### config.mk
export PLATFORM = sky130hd
export DESIGN_NAME = sync_count_ctrl
export DESIGN_NICKNAME = d
export VERILOG_FILES = /design/src/rtl/sync_count_pkg.sv /design/src/rtl/jk_en_counter.sv /design/src/rtl/sync_count_ctrl.sv
export SDC_FILE = /design/constraint.sdc
export NUM_CORES = 1
export LEC_CHECK = 0
export CAP_MARGIN = 20
export CORE_MARGIN = 5
export CORE_UTILIZATION = 46
export DETAILED_ROUTE_END_ITERATION = 10
export PLACE_DENSITY_LB_ADDON = 0.05
export SLEW_MARGIN = 20
export SYNTH_ARGS = -nofsm -noshare
export SYNTH_HDL_FRONTEND = slang
export SYNTH_SLANG_ARGS = --single-unit
### constraint.sdc
create_clock -name clk -period 2.09 [get_ports clk]
set_input_delay 0.418 -clock clk [delete_from_list [all_inputs] [get_ports clk]]
set_output_delay 0.418 -clock clk [all_outputs]
set_load 0.01 [all_outputs]
### src/rtl/sync_count_pkg.sv
// Shared types for the run-control sequencer and its JK toggle-chain counter.
package sync_count_pkg;

    typedef enum logic [1:0] {
        IDLE = 2'd0,
        RUN  = 2'd1,
        HOLD = 2'd2,
        DONE = 2'd3
    } state_e;

    // {J,K} command pairs applied to each counter stage
    localparam logic [1:0] JK_HOLD = 2'b00;
    localparam logic [1:0] JK_CLR  = 2'b01;
    localparam logic [1:0] JK_SET  = 2'b10;
    localparam logic [1:0] JK_TGL  = 2'b11;

    function automatic logic jk_next(input logic q, input logic [1:0] jk);
        logic r;
        case (jk)
            JK_HOLD: r = q;
            JK_CLR:  r = 1'b0;
            JK_SET:  r = 1'b1;
            JK_TGL:  r = ~q;
            default: r = q;
        endcase
        return r;
    endfunction

endpackage

### src/rtl/jk_en_counter.sv
// WIDTH-bit synchronous up-counter built from a chain of JK stages.
// Stage i toggles when inc is high and all lower bits are 1; clr dominates.
module jk_en_counter
    import sync_count_pkg::*;
#(
    parameter int WIDTH = 4
) (
    input  logic             clk,
    input  logic             rst_n,
    input  logic             inc,
    input  logic             clr,
    output logic [WIDTH-1:0] count
);

    logic [WIDTH-1:0] q_q;
    logic [WIDTH-1:0] q_d;
    logic             carry_s;
    logic [1:0]       jk_s;

    // Per-stage JK command selection and next-state evaluation
    always_comb begin
        q_d     = q_q;
        carry_s = 1'b1;
        jk_s    = JK_HOLD;
        for (int i = 0; i < WIDTH; i++) begin
            if (clr) begin
                jk_s = JK_CLR;
            end else if (inc && carry_s) begin
                jk_s = JK_TGL;
            end else begin
                jk_s = JK_HOLD;
            end
            q_d[i]  = jk_next(q_q[i], jk_s);
            carry_s = carry_s & q_q[i];
        end
    end

    // Stage flip-flops
    always_ff @(posedge clk or negedge rst_n) begin
        if (!rst_n) begin
            q_q <= {WIDTH{1'b0}};
        end else begin
            q_q <= q_d;
        end
    end

    assign count = q_q;

endmodule

### src/rtl/sync_count_ctrl.sv
// Run-control sequencer: start/stop/pause, one-shot or periodic terminal count,
// driving the JK counter through inc/clr only.
module sync_count_ctrl
    import sync_count_pkg::*;
#(
    parameter int WIDTH = 4
) (
    input  logic             clk,
    input  logic             rst_n,
    input  logic             start,
    input  logic             stop,
    input  logic             pause,
    input  logic             periodic,
    input  logic [WIDTH-1:0] term,
    output logic [WIDTH-1:0] count,
    output logic             busy,
    output logic             done,
    output logic             wrap
);

    state_e           state_q, state_d;
    logic [WIDTH-1:0] term_q;
    logic             periodic_q;
    logic             busy_q, done_q, wrap_q;
    logic             busy_d, done_d, wrap_d;
    logic             inc_s, clr_s, latch_s, at_term_s;

    assign at_term_s = (count == term_q);

    // State register
    always_ff @(posedge clk or negedge rst_n) begin
        if (!rst_n) begin
            state_q <= IDLE;
        end else begin
            state_q <= state_d;
        end
    end

    // Next-state logic; priority in RUN is stop > pause > terminal
    always_comb begin
        state_d = state_q;
        case (state_q)
            IDLE, DONE: begin
                if (start) state_d = RUN;
                else       state_d = IDLE;
            end
            RUN: begin
                if (stop)                         state_d = IDLE;
                else if (pause)                   state_d = HOLD;
                else if (at_term_s && !periodic_q) state_d = DONE;
                else                              state_d = RUN;
            end
            HOLD: begin
                if (stop)        state_d = IDLE;
                else if (!pause) state_d = RUN;
                else             state_d = HOLD;
            end
            default: state_d = IDLE;
        endcase
    end

    // Counter commands, latch enable and next values of the status flags
    always_comb begin
        inc_s   = 1'b0;
        clr_s   = 1'b0;
        latch_s = 1'b0;
        done_d  = 1'b0;
        wrap_d  = 1'b0;
        case (state_q)
            IDLE, DONE: begin
                if (start) begin
                    latch_s = 1'b1;
                    clr_s   = 1'b1;
                end else begin
                    latch_s = 1'b0;
                end
            end
            RUN: begin
                if (stop) begin
                    clr_s = 1'b1;
                end else if (pause) begin
                    inc_s = 1'b0;
                end else if (at_term_s) begin
                    if (periodic_q) begin
                        clr_s  = 1'b1;
                        wrap_d = 1'b1;
                    end else begin
                        done_d = 1'b1;
                    end
                end else begin
                    inc_s = 1'b1;
                end
            end
            HOLD: begin
                if (stop) clr_s = 1'b1;
                else      clr_s = 1'b0;
            end
            default: clr_s = 1'b1;
        endcase
        busy_d = (state_d == RUN) || (state_d == HOLD);
    end

    // Run configuration captured only on an accepted start
    always_ff @(posedge clk or negedge rst_n) begin
        if (!rst_n) begin
            term_q     <= {WIDTH{1'b0}};
            periodic_q <= 1'b0;
        end else if (latch_s) begin
            term_q     <= term;
            periodic_q <= periodic;
        end else begin
            term_q     <= term_q;
            periodic_q <= periodic_q;
        end
    end

    // Registered status outputs
    always_ff @(posedge clk or negedge rst_n) begin
        if (!rst_n) begin
            busy_q <= 1'b0;
            done_q <= 1'b0;
            wrap_q <= 1'b0;
        end else begin
            busy_q <= busy_d;
            done_q <= done_d;
            wrap_q <= wrap_d;
        end
    end

    jk_en_counter #(
        .WIDTH (WIDTH)
    ) u_counter (
        .clk   (clk),
        .rst_n (rst_n),
        .inc   (inc_s),
        .clr   (clr_s),
        .count (count)
    );

    assign busy = busy_q;
    assign done = done_q;
    assign wrap = wrap_q;

endmodule

==> results.md, run 1 <==
* Status: finished, final reports clean
* Synthesis-stage register bit count at 14
* Post-Synth Adder-Cell Area at approximately 3.6%
* Synthesis-to-layout area growth at 30.8%
* Total Power at 0.630 mW
* Fmax at 542 MHz
* CTS tree: yes
* Initial antenna violation count at 0
* Leakage at 0.388 nW
* Worst min-delay path class: in2async
* Skew final at 0.000521 ns
* H-tree lvl count at 1
* DR pass1 iterations at 4
* Clk sinks at 14
* Core area at roughly 1500 µm²
* Max Cap Viol at 0
* Period Utilization, post-route at 88.3%
* Yosys warns at 0
* Maximum vdd ir drop at 0.371 mV
* Synthesized instance count at 61
* Finish-stage setup viols at 0
* GRT Util Overall at 11.1%
* Terminus of the critical flop-to-flop path: u_counter.count[3]
* Rel. slew slack at between 50 and 60%
* RSZ-0062 raised after global routing: no
* Reg2reg start: state_q[1]
* Worst setup EP type: flop
* Detail Placement HPWL at 963 µm
* Netlist cell types at 23
* CP required at 2.29 ns
* Worst setup path end: u_counter.count[3]
* Worst Path Arrival at 2.05 ns
* Root Buffer: clkbuf_4
* Power Density at 698 nW/µm²
* Syn Area/Cell at 11.3 µm²
* Die Wd at 48.8 µm
* Routed len/inst at 13.2 µm
* GRT overflow at 0
* Standard-cell rows at 14
* Final #Nets at 95
* DR DRC count at 0
* Clk_lat worst skew at 0.27 ns
* Ant. Diodes at 0
* Reg2reg path depth at 5
* First-pass GRT wire length at 2.01 mm
* Buffers on Ports at 16
* Full die area at roughly 2400 µm²
* Startpoint Class: flop
* Via count at 548
* Post-synthesis compound-gate area fraction at 11.4%
* CTS resizes at 0
* Critical Path Fanout Max at 8
* WL final at roughly 1.3 mm
* Crit path from: state_q[1]
* Clock transition at path regs at 0.08 ns
* Mux cell area share after synthesis at 8.15%
* Post-CTS Hold Fix Bufs at 0
* Main combinational cell family by area after synthesis: simple AND/OR/NAND/NOR gates
* Drt initial violations at 5
* Xor/xnor share of the synthesized area at 5.07%
* Final cell area excluding filler cells at 903 µm²
* Placed Area at 881 µm²
* Avg Vias per Cell at 5.65
* Pin count of the biggest net entering global routing at 15
* Starting Density at 46.9%
* Vias in the first global route at 426
* RD Place Congestion at 0.812
* Layout cells sized above 1 at between 10% and 20%
* Setup repair bufs after CTS at 0
* Chip height at 48.8 µm
* Slew Limit Fails at 0
* WS Path Type: reg2reg
* Simple-Gate Fraction of Synth Area at between 10% and 20%
* Mapped Nets at 73
* Worst R2R Setup Slack at 0.24 ns
* Inserted Clock Buffers at 3
* Antenna Violating Nets Remaining at 0
* Fillers at around 130
* # IOs at 17
* Min Tclk post-route at 1.85 ns
* Final Hold Fails at 0
* Mapped Area at 691 µm²
* Sequential area share after synthesis at 50.7%
* Worst Tran Pin Value at 0.605 ns
* TNS Setup at 0 ns
* CTS Buffer Depth at 2
* Hold WS at between 0.5 and 0.6 ns
[where the power goes]
part           switching, mW  leakage (nW)  total, mW  internal [mW]
registers             0.0261         0.180      0.330          0.304
clock network         0.0809        0.0138      0.148         0.0666
logic                 0.0692         0.194      0.152         0.0832
total                  0.176         0.388      0.630          0.454
[per-layer routing]
| metal | GRT usage, % | vias to the layer above | share of wire (%) |
|---|---|---|---|
| li1 | - | 266 | - |
| met1 | 14.4 | 260 | 45 |
| met2 | 15.0 | 18 | 46 |
| met3 | 3.68 | 4 | 8.3 |
| met4 | 8.07 | 0 | 1.2 |
| met5 | 0 | - | 0 |
[worst max-delay path, stage by stage (launching register included)]
cell and delay (ns):
dfrtp_1 0.38, inv_1 0.05, ha_1 0.23, or3b_1 0.47, or4_1 0.49, a21oi_1 0.15
[cells in the mapped netlist, drive strengths merged]
cell / number / area [µm²]
dfrtp: 14 / 350
mux2: 5 / 56.3
a21oi: 4 / 20.0
inv: 4 / 15.0
xor2: 4 / 35.0
nor3b: 3 / 22.5
o31ai: 3 / 22.5
or4: 3 / 22.5
and3: 2 / 12.5
buf: 2 / 12.5
ha: 2 / 25.0
nand2: 2 / 7.51
nor2: 2 / 7.51
o21ai: 2 / 10.0
or3: 2 / 12.5
a221o: 1 / 11.3
a31oi: 1 / 6.26
a32oi: 1 / 8.76
and4bb: 1 / 12.5
nand3: 1 / 5.00
nor4: 1 / 6.26
or3b: 1 / 8.76
[metrics by stage]
stage / setup slack (ns) / instances / util (%)
2_1_floorplan: 0.348 / 61 / -
3_3_place_gp: 0.0817 / 94 / 59.9
3_5_place_dp: 0.0595 / 94 / 59.9
4_1_cts: 0.237 / 97 / 61.4
5_1_grt: 0.106 / 97 / 61.4
6_report: 0.244 / 97 / 61.4
[registers in the layout, summed over array words and instances, names as in the netlist]
| name | count |
|---|---|
| u_counter.count | 4 |
| term_q | 4 |
| periodic_q | 1 |
| wrap | 1 |
| busy | 1 |
| state_q | 2 |
| done | 1 |
[worst min-delay path by stage]
| stage | start | end | slack, ns | cells after the start |
|---|---|---|---|---|
| 5_1_grt | rst_n | done | 0.55 | 1 |
| 2_1_floorplan | rst_n | busy | 0.12 | 0 |
| 6_report | rst_n | done | 0.52 | 1 |
| 3_3_place_gp | term_q[3] | term_q[3] | 0.51 | 1 |
| 4_1_cts | rst_n | done | 0.53 | 1 |
| 3_5_place_dp | term_q[2] | term_q[2] | 0.52 | 1 |
[layout make-up]
type                            count  area, µm²  area share (%)
Multi-Input combinational cell     41        313            34.6
Tap cell                           16       20.0            2.22
Clock buffer                        3       22.5            2.49
Timing Repair Buffer               19        183            20.2
Sequential cell                    14        350            38.8
Inverter                            4       15.0            1.66
[logic make-up after synthesis]
group,Yosys count
AOI/OAI and AO/OA,12
xor gates and xnor gates,4
adders and majority gates,2
buffers and inverters,6
DFF,14
muxes,5
and+or+nand+nor,18
[placed cells by master, fill, tap and decap left out, types with 3 or more instances in the layout]
cell type	instances
nor3b_1	3
o31ai_1	3
clkdlybuf4s50_1	16
a21oi_1	4
or4_1	3
xor2_1	4
inv_1	4
dfrtp_1	14
buf_4	3
mux2_2	5
clkbuf_4	3
Note: power is estimated with default switching activity, not from simulation.
==> run 2: changes to the inputs <==
- TNS_END_PERCENT: not set -> 30
==> results of run 2 <==
The final DEF is identical to that of run 1; final timing and power are the same.
==> run 3: changes to the inputs <==
- CTS_CLUSTER_SIZE: not set -> 10
- GPL_ROUTABILITY_DRIVEN: not set -> 0
==> results of run 3 <==
The final DEF is identical to that of run 1; final timing and power are the same.
